--- config.mk ---
export PLATFORM = sky130hd
export DESIGN_NAME = bus_io_port
export DESIGN_NICKNAME = d
export VERILOG_FILES = /design/src/rtl/io_port_pkg.sv /design/src/rtl/byte_fifo.sv /design/src/rtl/bus_io_port.sv
export SDC_FILE = /design/constraint.sdc
export NUM_CORES = 1
export LEC_CHECK = 0
export CAP_MARGIN = 40
export CORE_UTILIZATION = 50
export CTS_CLUSTER_SIZE = 25
export DETAILED_ROUTE_END_ITERATION = 8
export MAX_ROUTING_LAYER = met4
export PLACE_DENSITY = 0.65
export RECOVER_POWER = 100
export SYNTH_ARGS = -nofsm -noshare
export SYNTH_HDL_FRONTEND = slang
export SYNTH_SLANG_ARGS = --single-unit
--- constraint.sdc ---
create_clock -name clk -period 6.1 [get_ports clk]
set_input_delay 0.915 -clock clk [delete_from_list [all_inputs] [get_ports clk]]
set_output_delay 0.915 -clock clk [all_outputs]
set_load 0.02 [all_outputs]
--- src/rtl/io_port_pkg.sv ---
// Shared register map for the bus I/O port: offsets inside the 4-byte window
// and the bit positions of the STATUS and CTRL registers.
// No logic; constants only.
package io_port_pkg;

    // Register offsets, taken from adr_bus[1:0]
    localparam logic [1:0] OFF_DATA   = 2'd0;
    localparam logic [1:0] OFF_STATUS = 2'd1;
    localparam logic [1:0] OFF_CTRL   = 2'd2;
    localparam logic [1:0] OFF_RSVD   = 2'd3;

    // STATUS bit positions
    localparam int ST_RX_NONEMPTY = 0;
    localparam int ST_TX_FULL     = 1;
    localparam int ST_TX_EMPTY    = 2;
    localparam int ST_RX_FULL     = 3;
    localparam int ST_TX_OVF      = 4;
    localparam int ST_RX_OVF      = 5;

    // CTRL bit positions
    localparam int CTRL_IRQ_EN_RX      = 0;
    localparam int CTRL_IRQ_EN_TXEMPTY = 1;
    localparam int CTRL_OVF_CLR        = 7;

endpackage

--- src/rtl/byte_fifo.sv ---
// Byte FIFO with registered storage; head is always visible on dout.
// Latency: a pushed byte appears on dout the cycle after the push edge.
// Backpressure: push while full is dropped unless a pop happens on the same edge.
//
// Ports: clk, n_reset (async active-low), push/din write side,
//        pop/dout read side, full/empty/count status.
module byte_fifo #(
    parameter int DEPTH = 8
) (
    input  logic                       clk,
    input  logic                       n_reset,
    input  logic                       push,
    input  logic [7:0]                 din,
    input  logic                       pop,
    output logic [7:0]                 dout,
    output logic                       full,
    output logic                       empty,
    output logic [$clog2(DEPTH):0]     count
);
    localparam int AW = $clog2(DEPTH);
    localparam int CW = AW + 1;

    logic [7:0]    mem_q [DEPTH];
    logic [AW-1:0] wr_q, wr_d;
    logic [AW-1:0] rd_q, rd_d;
    logic [CW-1:0] cnt_q, cnt_d;
    logic          do_push;
    logic          do_pop;

    assign full  = (cnt_q == CW'(DEPTH));
    assign empty = (cnt_q == '0);
    assign count = cnt_q;
    assign dout  = mem_q[rd_q];

    // A pop on the same edge frees the slot the push lands in; when full,
    // wr_q == rd_q, so the head is read out before it is overwritten.
    assign do_pop  = pop & ~empty;
    assign do_push = push & (~full | do_pop);

    always_comb begin
        wr_d  = wr_q;
        rd_d  = rd_q;
        cnt_d = cnt_q;
        if (do_push) wr_d = wr_q + 1'b1;
        if (do_pop)  rd_d = rd_q + 1'b1;
        case ({do_push, do_pop})
            2'b10:   cnt_d = cnt_q + 1'b1;
            2'b01:   cnt_d = cnt_q - 1'b1;
            default: cnt_d = cnt_q;
        endcase
    end

    always_ff @(posedge clk or negedge n_reset) begin
        if (!n_reset) begin
            wr_q  <= '0;
            rd_q  <= '0;
            cnt_q <= '0;
            for (int i = 0; i < DEPTH; i++) mem_q[i] <= 8'h00;
        end else begin
            if (do_push) mem_q[wr_q] <= din;
            wr_q  <= wr_d;
            rd_q  <= rd_d;
            cnt_q <= cnt_d;
        end
    end

endmodule

--- src/rtl/bus_io_port.sv ---
// Memory-mapped byte I/O responder: DATA/STATUS/CTRL window over a TX and an RX FIFO.
// Latency: bus reads return on data_out/data_oe registered at the addressing posedge.
// Backpressure: TX drained via tx_valid/tx_ready; RX has none, overflow drops and flags.
//
// Ports: clk, n_reset; CPU bus adr_bus/RW/data_in/data_out/data_oe;
//        TX stream tx_data/tx_valid/tx_ready; RX input rx_data/rx_strobe; irq.
module bus_io_port
    import io_port_pkg::*;
#(
    parameter logic [15:0] BASE_ADR = 16'hC000,
    parameter int          DEPTH    = 8
) (
    input  logic        clk,
    input  logic        n_reset,
    input  logic [15:0] adr_bus,
    input  logic        RW,
    input  logic [7:0]  data_in,
    output logic [7:0]  data_out,
    output logic        data_oe,
    output logic [7:0]  tx_data,
    output logic        tx_valid,
    input  logic        tx_ready,
    input  logic [7:0]  rx_data,
    input  logic        rx_strobe,
    output logic        irq
);
    localparam int CW = $clog2(DEPTH) + 1;

    logic          sel;
    logic [1:0]    off;
    logic          wr_data, rd_data, wr_ctrl;
    logic          tx_push_req, tx_push, tx_pop, tx_full, tx_empty;
    logic          rx_push, rx_pop, rx_full, rx_empty;
    logic [7:0]    rx_head;
    logic [CW-1:0] tx_count, rx_count;
    logic          unused_counts;
    logic          ovf_clr;
    logic          tx_ovf_q, tx_ovf_d, rx_ovf_q, rx_ovf_d;
    logic [1:0]    irq_en_q, irq_en_d;
    logic [7:0]    data_out_q, data_out_d;
    logic          data_oe_q, data_oe_d;
    logic [7:0]    status;

    assign sel     = (adr_bus[15:2] == BASE_ADR[15:2]);
    assign off     = adr_bus[1:0];
    assign wr_data = sel & ~RW & (off == OFF_DATA);
    assign rd_data = sel &  RW & (off == OFF_DATA);
    assign wr_ctrl = sel & ~RW & (off == OFF_CTRL);
    assign ovf_clr = wr_ctrl & data_in[CTRL_OVF_CLR];

    // TX: bus pushes, consumer pops. A pop on the same edge makes room.
    assign tx_valid    = ~tx_empty;
    assign tx_pop      = tx_valid & tx_ready;
    assign tx_push_req = wr_data;
    assign tx_push     = tx_push_req & (~tx_full | tx_pop);

    // RX: strobe pushes, DATA read pops; reading an empty RX is a no-op.
    assign rx_pop  = rd_data & ~rx_empty;
    assign rx_push = rx_strobe & (~rx_full | rx_pop);

    byte_fifo #(.DEPTH(DEPTH)) u_tx_fifo (
        .clk     (clk),
        .n_reset (n_reset),
        .push    (tx_push),
        .din     (data_in),
        .pop     (tx_pop),
        .dout    (tx_data),
        .full    (tx_full),
        .empty   (tx_empty),
        .count   (tx_count)
    );

    byte_fifo #(.DEPTH(DEPTH)) u_rx_fifo (
        .clk     (clk),
        .n_reset (n_reset),
        .push    (rx_push),
        .din     (rx_data),
        .pop     (rx_pop),
        .dout    (rx_head),
        .full    (rx_full),
        .empty   (rx_empty),
        .count   (rx_count)
    );

    assign unused_counts = ^{tx_count, rx_count};

    always_comb begin
        status                 = 8'h00;
        status[ST_RX_NONEMPTY] = ~rx_empty;
        status[ST_TX_FULL]     = tx_full;
        status[ST_TX_EMPTY]    = tx_empty;
        status[ST_RX_FULL]     = rx_full;
        status[ST_TX_OVF]      = tx_ovf_q;
        status[ST_RX_OVF]      = rx_ovf_q;
    end

    always_comb begin
        // Set wins over clear so an overflow on the clearing edge is not lost.
        tx_ovf_d = (tx_ovf_q & ~ovf_clr) | (tx_push_req & tx_full & ~tx_pop);
        rx_ovf_d = (rx_ovf_q & ~ovf_clr) | (rx_strobe & rx_full & ~rx_pop);

        irq_en_d = irq_en_q;
        if (wr_ctrl) irq_en_d = {data_in[CTRL_IRQ_EN_TXEMPTY], data_in[CTRL_IRQ_EN_RX]};

        data_oe_d  = sel & RW;
        data_out_d = data_out_q;
        if (sel & RW) begin
            case (off)
                OFF_DATA:   data_out_d = rx_empty ? 8'h00 : rx_head;
                OFF_STATUS: data_out_d = status;
                OFF_CTRL:   data_out_d = {6'b0, irq_en_q};
                default:    data_out_d = 8'h00;
            endcase
        end
    end

    always_ff @(posedge clk or negedge n_reset) begin
        if (!n_reset) begin
            tx_ovf_q   <= 1'b0;
            rx_ovf_q   <= 1'b0;
            irq_en_q   <= 2'b00;
            data_out_q <= 8'h00;
            data_oe_q  <= 1'b0;
        end else begin
            tx_ovf_q   <= tx_ovf_d;
            rx_ovf_q   <= rx_ovf_d;
            irq_en_q   <= irq_en_d;
            data_out_q <= data_out_d;
            data_oe_q  <= data_oe_d;
        end
    end

    assign data_out = data_out_q;
    assign data_oe  = data_oe_q;
    assign irq      = (irq_en_q[CTRL_IRQ_EN_RX] & ~rx_empty) |
                      (irq_en_q[CTRL_IRQ_EN_TXEMPTY] & tx_empty);

endmodule

After elaboration in Yosys (flattened, before gate mapping)
Cells that the tools add are included.
{"block": "classes", "n_addsub": 8, "mux": 16, "n_reduce_logical": 7, "n_lt_le_gt_ge": 6, "n_bitwise": 41, "n_eq_ne": 9}
{"operator": "64-bit bitwise mux", "count": 2}
{"operator": "8-bit 2-to-1 mux", "count": 7}
{"operator": "8-bit binary-select mux with 3-bit select", "count": 2}
{"operator": "8-bit demux with 3-bit select", "count": 2}
{"operator": "8-bit case mux with 3 select lines", "count": 1}
{"operator": "1-bit AND", "count": 22}
{"operator": "4-bit greater-or-equal comparator (second input constant)", "count": 4}
{"operator": "3-bit NOT with 4-bit output", "count": 4}
{"operator": "4-bit case mux with 2 select lines", "count": 2}
{"operator": "14-bit == test (second input constant)", "count": 1}
{"operator": "3-bit by 1-bit adder with 3-bit output (second input constant)", "count": 4}
{"operator": "4-bit by 1-bit adder with 4-bit output (second input constant)", "count": 2}
{"operator": "4-bit == test (second input constant)", "count": 2}
{"operator": "4-bit logical NOT", "count": 2}
{"operator": "4-bit by 1-bit less-than comparator with 1-bit output (second input constant)", "count": 2}
{"operator": "1-bit NOT", "count": 8}
{"operator": "4-bit by 1-bit subtractor with 4-bit output (second input constant)", "count": 2}
{"operator": "1-bit OR", "count": 7}
{"operator": "2-bit by 1-bit == test with 1-bit output (second input constant)", "count": 3}
{"operator": "2-bit == test (second input constant)", "count": 3}
{"operator": "2-bit nonzero test", "count": 2}
{"operator": "1-bit logical AND", "count": 2}
{"operator": "2-bit logical NOT", "count": 1}
{"block": "totals", "reg_bits": 161, "output_inout_bits": 19, "input_bits": 37, "wordCells": 114}

Depth between registers and ports, before layout
{"block": "logic_depth", "depth_word": 9, "depth_mapped": 11, "ltp_nobuf": 10}

Modules after synthesis
A second synthesis with hierarchy kept.
{"block": "unflattened", "cells_unflattened": 535, "area_unflattened_um2": 8010.2}
{"module": "byte_fifo at u_rx_fifo", "cells_per_inst": 229, "area_each_um2": 3628.5, "n_inst": 1, "seq_area_each_um2": 1851.8}
{"module": "byte_fifo at u_tx_fifo", "cells_per_inst": 228, "area_each_um2": 3617.2, "n_inst": 1, "seq_area_each_um2": 1851.8}
{"module": "bus_io_port", "cells_per_inst": 78, "area_each_um2": 764.5, "n_inst": 1, "seq_area_each_um2": 325.3}

Least setup slack after synthesis
OpenSTA, ideal clock, no wires.
{"block": "synth_timing", "path_kind": "input -> register", "startpoint": "input port adr_bus[7]", "endpoint": "register u_tx_fifo.cnt_q[3] (netlist: u_tx_fifo.count[3])", "path_slack_ns": 2.835, "required_ns": 6.020, "t_arrival_ns": 3.185, "n_path_buf": 0, "path_stages": 9, "setup_time_ns": 0.080, "cell_sequence": "nor4_2 > nand3_1 > or3_1 > ha_1 > ha_1 > a21o_1 > a21oi_1 > mux2i_1 > xnor2_1"}
{"block": "synth_via", "elab_chain_len": 7, "elab_cells_between_ends": 9, "classes_between": "3 x eq/ne; 1 x mux; 4 x bitwise; 1 x reduce/logical"}
{"element": "from (decl)", "line": "bus_io_port.sv:15", "rtl": "input logic [15:0] adr_bus,"}
{"element": "14-bit == test (*)", "line": "bus_io_port.sv:44", "rtl": "assign sel = (adr_bus[15:2] == BASE_ADR[15:2]);"}
{"element": "1-bit AND (*) (2 in a row)", "line": "bus_io_port.sv:46", "rtl": "assign wr_data = sel & ~RW & (off == OFF_DATA);"}
{"element": "1-bit AND (*)", "line": "bus_io_port.sv:55", "rtl": "assign tx_push = tx_push_req & (~tx_full | tx_pop);"}
{"element": "1-bit AND (*)", "line": "byte_fifo.sv:38", "rtl": "assign do_push = push & (~full | do_pop);"}
{"element": "2-bit by 1-bit == test with 1-bit output / 2-bit == test (equally long branches)", "line": "byte_fifo.sv:46", "rtl": "case ({do_push, do_pop})"}
{"element": "4-bit case mux with 2 select lines / 2-bit nonzero test (equally long branches)"}
{"element": "to (signal assigned)", "line": "byte_fifo.sv:63", "rtl": "cnt_q <= cnt_d;"}
{"element": "to (decl)", "line": "byte_fifo.sv:26", "rtl": "logic [CW-1:0] cnt_q, cnt_d;"}
Every way passes the cells marked *; elsewhere a longest branch is shown, timed or not.
A chain may end at the register's enable or synchronous reset.

Worst setup path in the final report
{"block": "layout_timing", "startpoint": "input port adr_bus[9]", "endpoint": "register u_rx_fifo.mem_q[29] (netlist bit)"}
{"block": "layout_via", "elab_chain_len": 7, "elab_cells_between_ends": 9, "classes_between": "1 x eq/ne; 8 x bitwise"}
{"element": "14-bit == test (*)", "line": "bus_io_port.sv:44"}
{"element": "1-bit AND (*) (2 in a row)", "line": "bus_io_port.sv:47", "rtl": "assign rd_data = sel & RW & (off == OFF_DATA);"}
{"element": "1-bit AND (*)", "line": "bus_io_port.sv:58", "rtl": "assign rx_pop = rd_data & ~rx_empty;"}
{"element": "1-bit OR / 1-bit AND (equally long branches)", "line": "bus_io_port.sv:59, byte_fifo.sv:37"}
{"element": "1-bit AND / 1-bit OR (equally long branches)", "line": "bus_io_port.sv:59, byte_fifo.sv:38"}
{"element": "1-bit AND (*)", "line": "byte_fifo.sv:38"}
{"element": "to (signal, indexed assignment)", "line": "byte_fifo.sv:60", "rtl": "if (do_push) mem_q[wr_q] <= din;"}
{"element": "to (decl)", "line": "byte_fifo.sv:23", "rtl": "logic [7:0] mem_q [DEPTH];"}
Marked as above.

==> summary.txt <==
Status
  – Status: complete, but fails checks
  – Failing checks: capacitance limit, slew limit

STA
  – Final hold vios: 0
  – Final cycle utilization of the critical path: 0.756
  – Worst Clk Skew: 8.87 ps
  – RSZ-0062 raised after global routing: false
  – Fin. max-slew vios: 169
  – Minimum clock period after layout: 4610 ps
  – Fmax: 217 MHz
  – Setup violators final: 0
  – Total Neg Setup Slack: 0 ps
  – Worst-margin pin slew: 2620 ps
  – Relative slew margins: -0.745

Synth
  – Most used DFF post-synth: dfrtp_1
  – Syn nets: 788
  – Mean post-synth cell area: 12.1 um^2
  – Number of flops mapped to enable cells by yosys: 0
  – Synthesis-stage register bit count: 161
  – Sequential area share after synthesis: 0.452
  – Post-synth ARST share: 1.00
  – Top-count cell post-synth: dfrtp_1
  – Mapped cell area: 8920 um^2
  – Yosys top cell by area: dfrtp_1
  – Cells after Synth: 739
  – Ys Warns: 0
  – Cells taking the most area after synthesis: dfrtp_1 (45%), o211ai_1 (10%), mux2_2 (9.7%)
  – Area share of the largest cell type after synthesis: 0.452
  – Top cells by instance count after synthesis: dfrtp_1 (161), o211ai_1 (121), mux2_2 (77)
  – Yosys cell types: 53

Cells and area
  – Diodes inserted: 0
  – Fill count: 1,391
  – Area of the multi-input gates: 4440 um^2
  – Design area: 10,200 um^2
  – Fin nets: 821
  – Storage cell area: 4030 um^2
  – Share of layout cells above drive strength 1: 0.208
  – Area grow syn2layout: 14.6%

Global route
  – Grt met2 use: 0.423
  – Vias in the first global route: 6,908
  – GRT Total Usage: 0.284
  – GRT busiest layer: met2
  – Largest net degree at the start of global routing: 70
  – GRT overflow: 0
  – First-pass GRT wire length: 38,200 um
  – Grt met3 use: 0.0595
  – GR Util met1: 0.391
  – Initial antenna violation count: 0

Worst hold path
  – HP Class: flip-flop to flip-flop
  – Hold endpoint: u_tx_fifo.mem_q[23]
  – Hold path start: u_tx_fifo.mem_q[23]
  – Worst hold stages: 1

Floorplan
  – Die H: 136 um
  – Core area: 17,400 um^2
  – Row Count: 48
  – Initial core utilization: 0.514
  – IO Pins: 56
  – Die area: 18,400 um^2
  – Die X: 136 um

Route
  – 1st-iter DRT viols: 592
  – DR WL/cell: 23.6 um
  – Number of detailed-route iterations in the first pass: 5
  – DRC Markers: 0
  – DRT Wirelength: 23,800 um
  – Total number of vias: 6,819
  – Vias per inst: 6.76
  – Final ANT Viol Nets: 0

Setup path
  – CP delay by family, top: simple AND/OR/NAND/NOR gates
  – Slowest stage delay, CP: 1010 ps
  – CP max FO: 69
  – CP Class: input pin to flip-flop
  – CP Cell Sequence: dlygate4sd3_1 > nor4_1 > nand4_1 > clkbuf_2 > or2_0 > o211ai_1
  – R2R depth: 5
  – FF-to-FF setup slack: 2040 ps
  – FF-to-FF Start: u_rx_fifo.count[0]
  – Setup crit start kind: input pin
  – CP Capture Type: flip-flop
  – WP data arrival: 4930 ps
  – Buf/Inv on CP: 2
  – RR Endpoint: u_rx_fifo.mem_q[6]
  – Worst path required time: 6420 ps
  – Critical path's slowest cell: or2_0

Place
  – I/O Buffers: 55
  – Gpl congestion: 0.854
  – Placed cell areas: 9750 um^2
  – Final HPWL DP: 15,300 um

Clocking
  – Worst skew pair latency: 430 ps
  – Clock Path Buffers: 2
  – Cts hold-fix bufs: 0
  – CTS tree: done
  – Clock Tree Root: clkbuf_16
  – CTS H-tree lvls: 4
  – Clock slew at reported path FFs: 60 ps
  – Setup Buffers After CTS: 0
  – Post-CTS Resized: 0
  – CTS buffer count: 17
  – Clock Sink Count: 161

Power
  – PwrDens: 394 nW/um^2
  – Worst VDD drop: 0.000249 V
  – Static Leak: 0.00407 uW

Run
  – Max Cap Viol: 8
-- layout make-up --
type,count,area share
inverter,22,0.00808
tap,225,0.0275
sequential,161,0.394
multi-input combinational,497,0.434
clock buffer,21,0.0440
timing repair buffer,73,0.0740
clock inverter,10,0.0180
-- layer usage --
metal  routed length, um  part of all wire
met5                   0                 0
met1               10700              0.45
met3                1660             0.070
met4                 340             0.014
met2               11100              0.47
-- per-stage QoR --
stage / cells / hold slack (ps) / worst slack, ps / power (uW) / utilization
finish: 1009 / 496 / 1490 / 4030 / 0.589
detailed placement: 977 / 475 / 1870 / 2890 / 0.561
global route: 1009 / 515 / 1220 / 4250 / 0.589
CTS: 1008 / 414 / 2320 / 4050 / 0.598
global placement: 967 / 463 / 2010 / 2750 / 0.551
floorplan: 739 / 453 / 2840 / 2470 / -
-- power breakdown --
group          leakage, uW  switching (uW)  internal [uW]
registers          0.00194             245           1290
clock network     0.000303             426            734
logic              0.00183             688            650
total              0.00407            1360           2670
-- cell usage in the layout, fill, tap and decap left out, types with 12 or more instances in the layout --
cell | netlist | final
a22oi_1 | 33 | 33
a2bb2oi_1 | 33 | 33
clkbuf_16 | 0 | 17
clkdlybuf4s50_1 | 0 | 33
dfrtp_1 | 161 | 161
dlygate4sd3_1 | 0 | 21
inv_1 | 22 | 22
mux2_2 | 77 | 73
mux4_2 | 32 | 32
nand2_1 | 29 | 29
nand3_1 | 16 | 17
nor2_1 | 14 | 14
nor2b_1 | 14 | 14
o211ai_1 | 121 | 123
o21ai_0 | 12 | 12
-- registers in the layout (all words and copies together) (netlist names) --
register and flops:
data_oe 1, data_out 8, irq_en_q 2, rx_ovf_q 1, tx_ovf_q 1, u_rx_fifo.count 4
u_rx_fifo.mem_q 64, u_rx_fifo.rd_q 3, u_rx_fifo.wr_q 3, u_tx_fifo.count 4, u_tx_fifo.mem_q 64, u_tx_fifo.rd_q 3
u_tx_fifo.wr_q 3
-- worst max-delay path by stage --
stage	from	to	slack (ps)	cells past startpoint
after global placement	adr_bus[12]	u_rx_fifo.count[3]	2010	11
after global routing	adr_bus[9]	u_rx_fifo.mem_q[16]	1220	6
after CTS	adr_bus[12]	u_rx_fifo.count[3]	2320	11
final	adr_bus[9]	u_rx_fifo.mem_q[29]	1490	6
after floorplan	adr_bus[7]	u_tx_fifo.count[3]	2840	9
after detailed placement	adr_bus[12]	u_rx_fifo.count[3]	1870	11
-- cells by family after synthesis --
| group | Yosys count | synth area share |
|---|---|---|
| flip-flops | 161 | 0.452 |
| buffers and inverters | 81 | 0.0370 |
| multiplexers | 122 | 0.193 |
| XOR/XNOR | 13 | 0.0128 |
| AND/OR/NAND/NOR | 127 | 0.0917 |
| AO/OA/AOI/OAI | 223 | 0.195 |
| adder cells (fa/ha/maj) | 12 | 0.0185 |
-- worst register-to-register path, cell delays in order (launching register included) --
cell      delay [ps]
dfrtp_1          440
or4_1            720
nand4_1          190
clkbuf_2        1080
or2_0           1210
o211ai_1         240
Note: power is estimated with default switching activity, not from simulation.
